--- config.mk ---
export PLATFORM = sky130hd
export DESIGN_NAME = qmux_sel_ctrl
export DESIGN_NICKNAME = d
export VERILOG_FILES = /design/src/rtl/qmux_sel_ctrl.sv
export SDC_FILE = /design/constraint.sdc
export NUM_CORES = 1
export LEC_CHECK = 0
export CORE_AREA = 2 2 52 54
export DETAILED_ROUTE_END_ITERATION = 10
export DIE_AREA = 0 0 54 56
export SYNTH_ARGS = -nofsm -noshare
export SYNTH_HDL_FRONTEND = slang
export SYNTH_SLANG_ARGS = --single-unit
--- constraint.sdc ---
create_clock -name QCK -period 1.6 [get_ports QCK]
set_input_delay 0.24 -clock QCK [delete_from_list [all_inputs] [get_ports QCK]]
set_output_delay 0.24 -clock QCK [all_outputs]
set_load 0.01 [all_outputs]
--- src/rtl/qmux_sel_ctrl.sv ---
// Glitch-free select sequencer for a QMUX clock mux: gates both sources, settles, swaps IS,
// settles again, then enables the new source. Optional `QMUX_SEL_CTRL_LOCK_EN adds a LOCK input.
module qmux_sel_ctrl #(
    parameter int unsigned SETTLE_CYCLES = 4,
    parameter int unsigned CNT_W         = 8
) (
    input  logic QCK,
    input  logic QRT,
`ifdef QMUX_SEL_CTRL_LOCK_EN
    input  logic LOCK,
`endif
    input  logic REQ_VALID,
    input  logic SEL_REQ,
    output logic REQ_READY,
    output logic IS,
    output logic GMUX_EN,
    output logic QHSCK_EN,
    output logic BUSY,
    output logic DONE
);

    typedef enum logic [1:0] {StIdle, StOff, StSwapSettle, StDone} state_e;

    localparam logic [CNT_W-1:0] LastCnt = CNT_W'(SETTLE_CYCLES - 1);

    state_e           state_q, state_d;
    logic [CNT_W-1:0] cnt_q, cnt_d;
    logic             tgt_q, tgt_d;
    logic             is_q, is_d;
    logic             gmux_en_q, gmux_en_d;
    logic             qhsck_en_q, qhsck_en_d;
    logic             done_q, done_d;
    logic             lock;
    logic             req_ready;
    logic             accept;

`ifdef QMUX_SEL_CTRL_LOCK_EN
    assign lock = LOCK;
`else
    assign lock = 1'b0;
`endif

    // LOCK only gates new acceptances; a switch in flight runs to completion.
    assign req_ready = (state_q == StIdle) && !QRT && !lock;
    assign accept    = REQ_VALID && req_ready;

    always_comb begin
        state_d    = state_q;
        cnt_d      = cnt_q;
        tgt_d      = tgt_q;
        is_d       = is_q;
        gmux_en_d  = gmux_en_q;
        qhsck_en_d = qhsck_en_q;
        done_d     = 1'b0;
        unique case (state_q)
            StIdle: begin
                if (accept) begin
                    tgt_d = SEL_REQ;
                    if (SEL_REQ == is_q) begin
                        state_d = StDone;
                        done_d  = 1'b1;
                    end else begin
                        gmux_en_d  = 1'b0;
                        qhsck_en_d = 1'b0;
                        cnt_d      = '0;
                        state_d    = StOff;
                    end
                end
            end
            StOff: begin
                // IS only moves here, while both source gates are closed.
                if (cnt_q == LastCnt) begin
                    is_d    = tgt_q;
                    cnt_d   = '0;
                    state_d = StSwapSettle;
                end else begin
                    cnt_d = cnt_q + CNT_W'(1);
                end
            end
            StSwapSettle: begin
                if (cnt_q == LastCnt) begin
                    gmux_en_d  = !tgt_q;
                    qhsck_en_d = tgt_q;
                    cnt_d      = '0;
                    done_d     = 1'b1;
                    state_d    = StDone;
                end else begin
                    cnt_d = cnt_q + CNT_W'(1);
                end
            end
            StDone: begin
                state_d = StIdle;
            end
            default: begin
                state_d = StIdle;
            end
        endcase
    end

    always_ff @(posedge QCK) begin
        if (QRT) begin
            state_q    <= StIdle;
            cnt_q      <= '0;
            tgt_q      <= 1'b0;
            is_q       <= 1'b0;
            gmux_en_q  <= 1'b1;
            qhsck_en_q <= 1'b0;
            done_q     <= 1'b0;
        end else begin
            state_q    <= state_d;
            cnt_q      <= cnt_d;
            tgt_q      <= tgt_d;
            is_q       <= is_d;
            gmux_en_q  <= gmux_en_d;
            qhsck_en_q <= qhsck_en_d;
            done_q     <= done_d;
        end
    end

    assign REQ_READY = req_ready;
    assign IS        = is_q;
    assign GMUX_EN   = gmux_en_q;
    assign QHSCK_EN  = qhsck_en_q;
    assign BUSY      = (state_q != StIdle);
    assign DONE      = done_q;

endmodule

# --- After elaboration in Yosys (flattened, before gate mapping) ---
# Cells that the tools add are included.
op_classes:
  add_sub_neg: 1
  mul: 0
  div: 0
  magnitude_cmp: 0
  eq_ne: 9
  shift: 0
  mux: 19
  n_bitwise: 0
  reduce_logical: 14
ops:
  columns: ["operator", "count"]
  rows:
  - ["8-bit two-way mux", 3]
  - ["8-bit one-hot mux with 2 select lines", 1]
  - ["8-bit by 1-bit adder with 8-bit output (second input constant)", 1]
  - ["8-bit by 2-bit == test with 1-bit output (second input constant)", 1]
  - ["2-bit two-way mux", 4]
  - ["2-bit != test (second input constant)", 4]
  - ["2-bit one-hot mux with 4 select lines", 1]
  - ["1-bit two-way mux", 7]
  - ["1-bit one-hot mux with 2 select lines", 3]
  - ["3-bit AND reduction", 2]
  - ["2-bit nonzero test", 3]
  - ["2-bit == test (second input constant)", 2]
  - ["2-bit AND reduction", 2]
  - ["4-bit AND reduction", 1]
  - ["2-bit by 1-bit == test with 1-bit output (second input constant)", 1]
  - ["1-bit logical AND", 2]
  - ["1-bit logical NOT", 2]
  - ["2-bit logical NOT", 1]
  - ["2-bit OR reduction", 1]
  - ["1-bit == test", 1]
word_totals:
  register_bits: 15
  latch_bits: 0
  mem_bits_rw: 0
  romBits: 0
  input_bits: 4
  out_inout_bits: 6
  wordCells: 50
  mem_count: 0

# --- Longest topological paths before layout ---
logic_depth:
  ltp_word: 5
  ltp_mapped: 8
  depth_no_buf: 6

# --- Least setup slack after synthesis ---
# No wires, ideal clock.
synth_timing:
  path_kind: "reg-to-reg"
  from: "register state_q[0]"
  to: "register cnt_q[2]"
  arrival_time_ns: 1.655
  t_required_ns: 1.530
  setup_slack_ns: -0.125
  path_stages_with_launch: 9
  n_path_buf: 2
  cell_sequence: "dfxtp_1 -> inv_1 -> ha_1 -> buf_4 -> inv_1 -> o31a_1 -> buf_6 -> or3_1 -> a21oi_1"
synth_between:
  elab_chain_len: 5
  word_cells_on_any_way: 11
synth_rtl:
  columns: ["item", "line", "text"]
  rows:
  - ["start, declared", "26", "state_e state_q, state_d;"]
  - ["start signal, assigned", "102", "state_q <= StIdle;"]
  - ["start signal, assigned", "110", "state_q <= state_d;"]
  - ["2-bit logical NOT", "44, 55", null]
  - ["1-bit logical AND", "44", "assign req_ready = (state_q == StIdle) && !QRT && !lock;"]
  - ["1-bit logical AND", "45", "assign accept = REQ_VALID && req_ready;"]
  - ["2-bit != test (no line)", null, null]
  - ["3-bit AND reduction (no line)", null, null]
  - ["end signal, assigned", "111", "cnt_q <= cnt_d;"]
  - ["end, declared", "27", "logic [CNT_W-1:0] cnt_q, cnt_d;"]
# Parallel ways exist; a longest one is shown, timed or not.
# A chain may end at the register's enable or synchronous reset.

# --- Worst setup path in the final report ---
layout_timing:
  from: "register state_q[0]"
  to: "register cnt_q[5]"
# Same word-level chain as after synthesis.

==> results by group <==
Routing
  • DRT antenna net count: 0
  • Detailed Route WL: 2020 µm
  • First-pass detailed-route iteration total: 4
  • Drt drc: 0
  • WL/cell: 13.0 µm
  • Drt first-iter violations: 16
  • Vias/cell: 5.15
  • Vias: 799

Power
  • Final Power: 0.00181 W
  • Worst IR Drop VDD: 1.02 mV
  • Static leakage: 0.445 nW
  • Pwr/cell area: 1580 nW/µm²

Clock tree
  • Number of H-tree levels: 1
  • CTS root buf: clkbuf_4
  • Post-CTS Hold Fix Bufs: 0
  • CTS sink count: 15
  • Clock latency at the later pin of the worst-skew pair: 0.29 ns
  • CTS max path bufs: 2
  • CTS Buf Count: 3
  • CTS clk-pin slew, worst paths: 0.10 ns
  • TritonCTS clock tree: done

Layout
  • Layout Area Growth over Synthesis: 40.8%
  • Nets@finish: 135
  • Layout cell share with drive strength beyond 1: 0.296
  • Diode count: 0
  • Layout Cells excl Fill: 155
  • Final Cell Area: 1150 µm²
  • Filler Cell Count: 251

STA
  • Final Hold Viols: 0
  • Fin crit share: 0.959
  • Max Clk Rate: 0.652 GHz
  • Worst setup margin: 0.0662 ns
  • Post-route setup TNS: 0 ns
  • Relative slew slack: 0.783
  • Slew Limit Fails: 0
  • Setup Skew: 0.00118 ns
  • Slew @ Worst Pin: 0.323 ns
  • Min Clock Period, post-route: 1.53 ns
  • Finish-stage setup viols: 0

Global routing
  • GRT Resource Usage Total: 0.145
  • Largest net degree at the start of global routing: 11
  • GRT Residual Overflow: 0
  • Global-route wire length before repair: 3260 µm
  • Vias in the first global route: 782
  • Initial antenna violation count: 0

Die
  • Initial core utilization: 0.335
  • Io pins: 10
  • Die H: 56 µm
  • Core Area: 2430 µm²
  • Die width: 54 µm
  • # rows: 18
  • Full die area: 3020 µm²

Yosys
  • Synth cell count leaders: dfxtp_1, a21oi_1, nand2_1
  • Synth Area in Compound Gates: 0.221
  • Syn Nets: 105
  • Cell taking the most area after synthesis: dfxtp_1
  • Largest family of logic cells by synthesized area: simple AND/OR/NAND/NOR gates
  • Synth top area cells: dfxtp_1, ha_1, a21oi_1, or3_1, nand3_1
  • Most frequent cell after synthesis: dfxtp_1
  • Area of the mapped netlist: 816 µm²
  • Sequential share of the synthesized area: 0.368
  • Syn Area/Cell: 8.50 µm²
  • Mux contribution to synthesized area: 0.0245
  • Synthesis-stage register bit count: 15
  • Yosys cell types: 33
  • Synth Area in Adders: 0.0767
  • Simple-Gate Fraction of Synth Area: 0.232
  • Synthesis Warnings: 0
  • Synth top area share: 0.368
  • EDFF count, synth: 0
  • Mapped Cells: 96
  • Post-synth ARST share: 0
  • Xor/xnor cell area share of the yosys netlist: 0.0215
  • Most used DFF post-synth: dfxtp_1

Setup path
  • Crit path launch: state_q[0]
  • Worst r2r src: state_q[0]
  • Worst Setup Path Type: reg2reg
  • Crit start category: flip-flop
  • Crit Path Max Fanout: 6
  • Crit path arrival time: 1.76 ns
  • WP data required: 1.83 ns
  • Worst setup EP type: flip-flop

Placed design
  • Placed Instance Area: 1040 µm²
  • Pre-CTS setup slack: -0.279 ns
  • IO Port Bufs: 9
  • Detail Placement HPWL: 1430 µm
  • Routability cong.: 0.818
  • Inst Count DP: 148

Outcome
  • Outcome: completed

Hold path
  • HP Class: in2reg
  • Hold_sp: REQ_VALID

Run
  • Max-Cap Viols: 0
-- worst max-delay path, stage by stage (launching register included) --
cell     delay [ns]
dfxtp_2        0.34
inv_2          0.07
ha_4           0.14
inv_2          0.06
o31a_1         0.36
or3_1          0.36
a21oi_1        0.14
-- what timing repair did --
action	CTS	global route
setup endpoints to repair	10	11
buffers inserted	0	2
pin swaps	1	5
resized for setup	4	12
gates cloned	1	0
hold endpoints to repair	0	0
-- power breakdown --
part           total, W  internal [W]  switching [W]
Combinational   0.00110      0.000557       0.000546
Sequential     0.000476      0.000436      0.0000402
Clock          0.000233     0.0000951       0.000138
-- per-layer routing --
metal  part of all wire  track usage
met1               0.48        0.193
met2               0.49        0.223
met3              0.038       0.0565
met4                  0       0.0250
met5                  0            0
-- stage by stage --
step           utilization  hold WS [ns]
4_1_cts              0.444         0.504
6_report             0.472         0.285
3_3_place_gp         0.428         0.477
2_1_floorplan            -         0.387
5_1_grt              0.472         0.281
3_5_place_dp         0.428         0.489
-- layout by cell type (no fill, tap or decap), types with 2 or more instances in the layout --
cell type	n
ha_1	4
mux2i_1	2
dlygate4sd2_1	2
buf_4	17
inv_2	3
or3_1	6
dfxtp_1	12
nand3_1	6
clkbuf_4	3
o31a_1	2
o21ai_0	5
a21oi_1	12
clkdlybuf4s50_1	6
dfxtp_2	3
nor2_1	5
inv_1	3
nand2_1	7
-- layout make-up --
type / count / area, µm² / share of cell area
multi-input combinational: 73 / 526 / 0.458
clock inverter: 1 / 7.51 / 0.00654
timing repair buffer: 27 / 229 / 0.199
sequential: 15 / 304 / 0.265
inverter: 6 / 22.5 / 0.0196
tap: 30 / 37.5 / 0.0327
clock buffer: 3 / 22.5 / 0.0196
-- path summary, 6_finish.rpt --
check	end	slack [ns]	cells after the start
setup / recovery	cnt_q[5]	0.07	6
setup reg to reg	cnt_q[5]	0.07	6
hold / removal	tgt_q	0.29	3
hold reg to reg	IS	0.50	2
-- flip-flops by register name, summed over array words and instances (netlist names) --
name,count
DONE,1
QHSCK_EN,1
IS,1
tgt_q,1
state_q,2
cnt_q,8
GMUX_EN,1
-- cells by family (layout without fill, tap and decap cells) --
kind of cell,count (synthesis),after routing
buffers and inverters,9,37
and+or+nand+nor,34,34
AOI/OAI and AO/OA,29,30
xor gates and xnor gates,2,2
muxes,2,2
adders and majority gates,5,5
DFF,15,15
No activity file was read; power rests on OpenSTA's default activity.
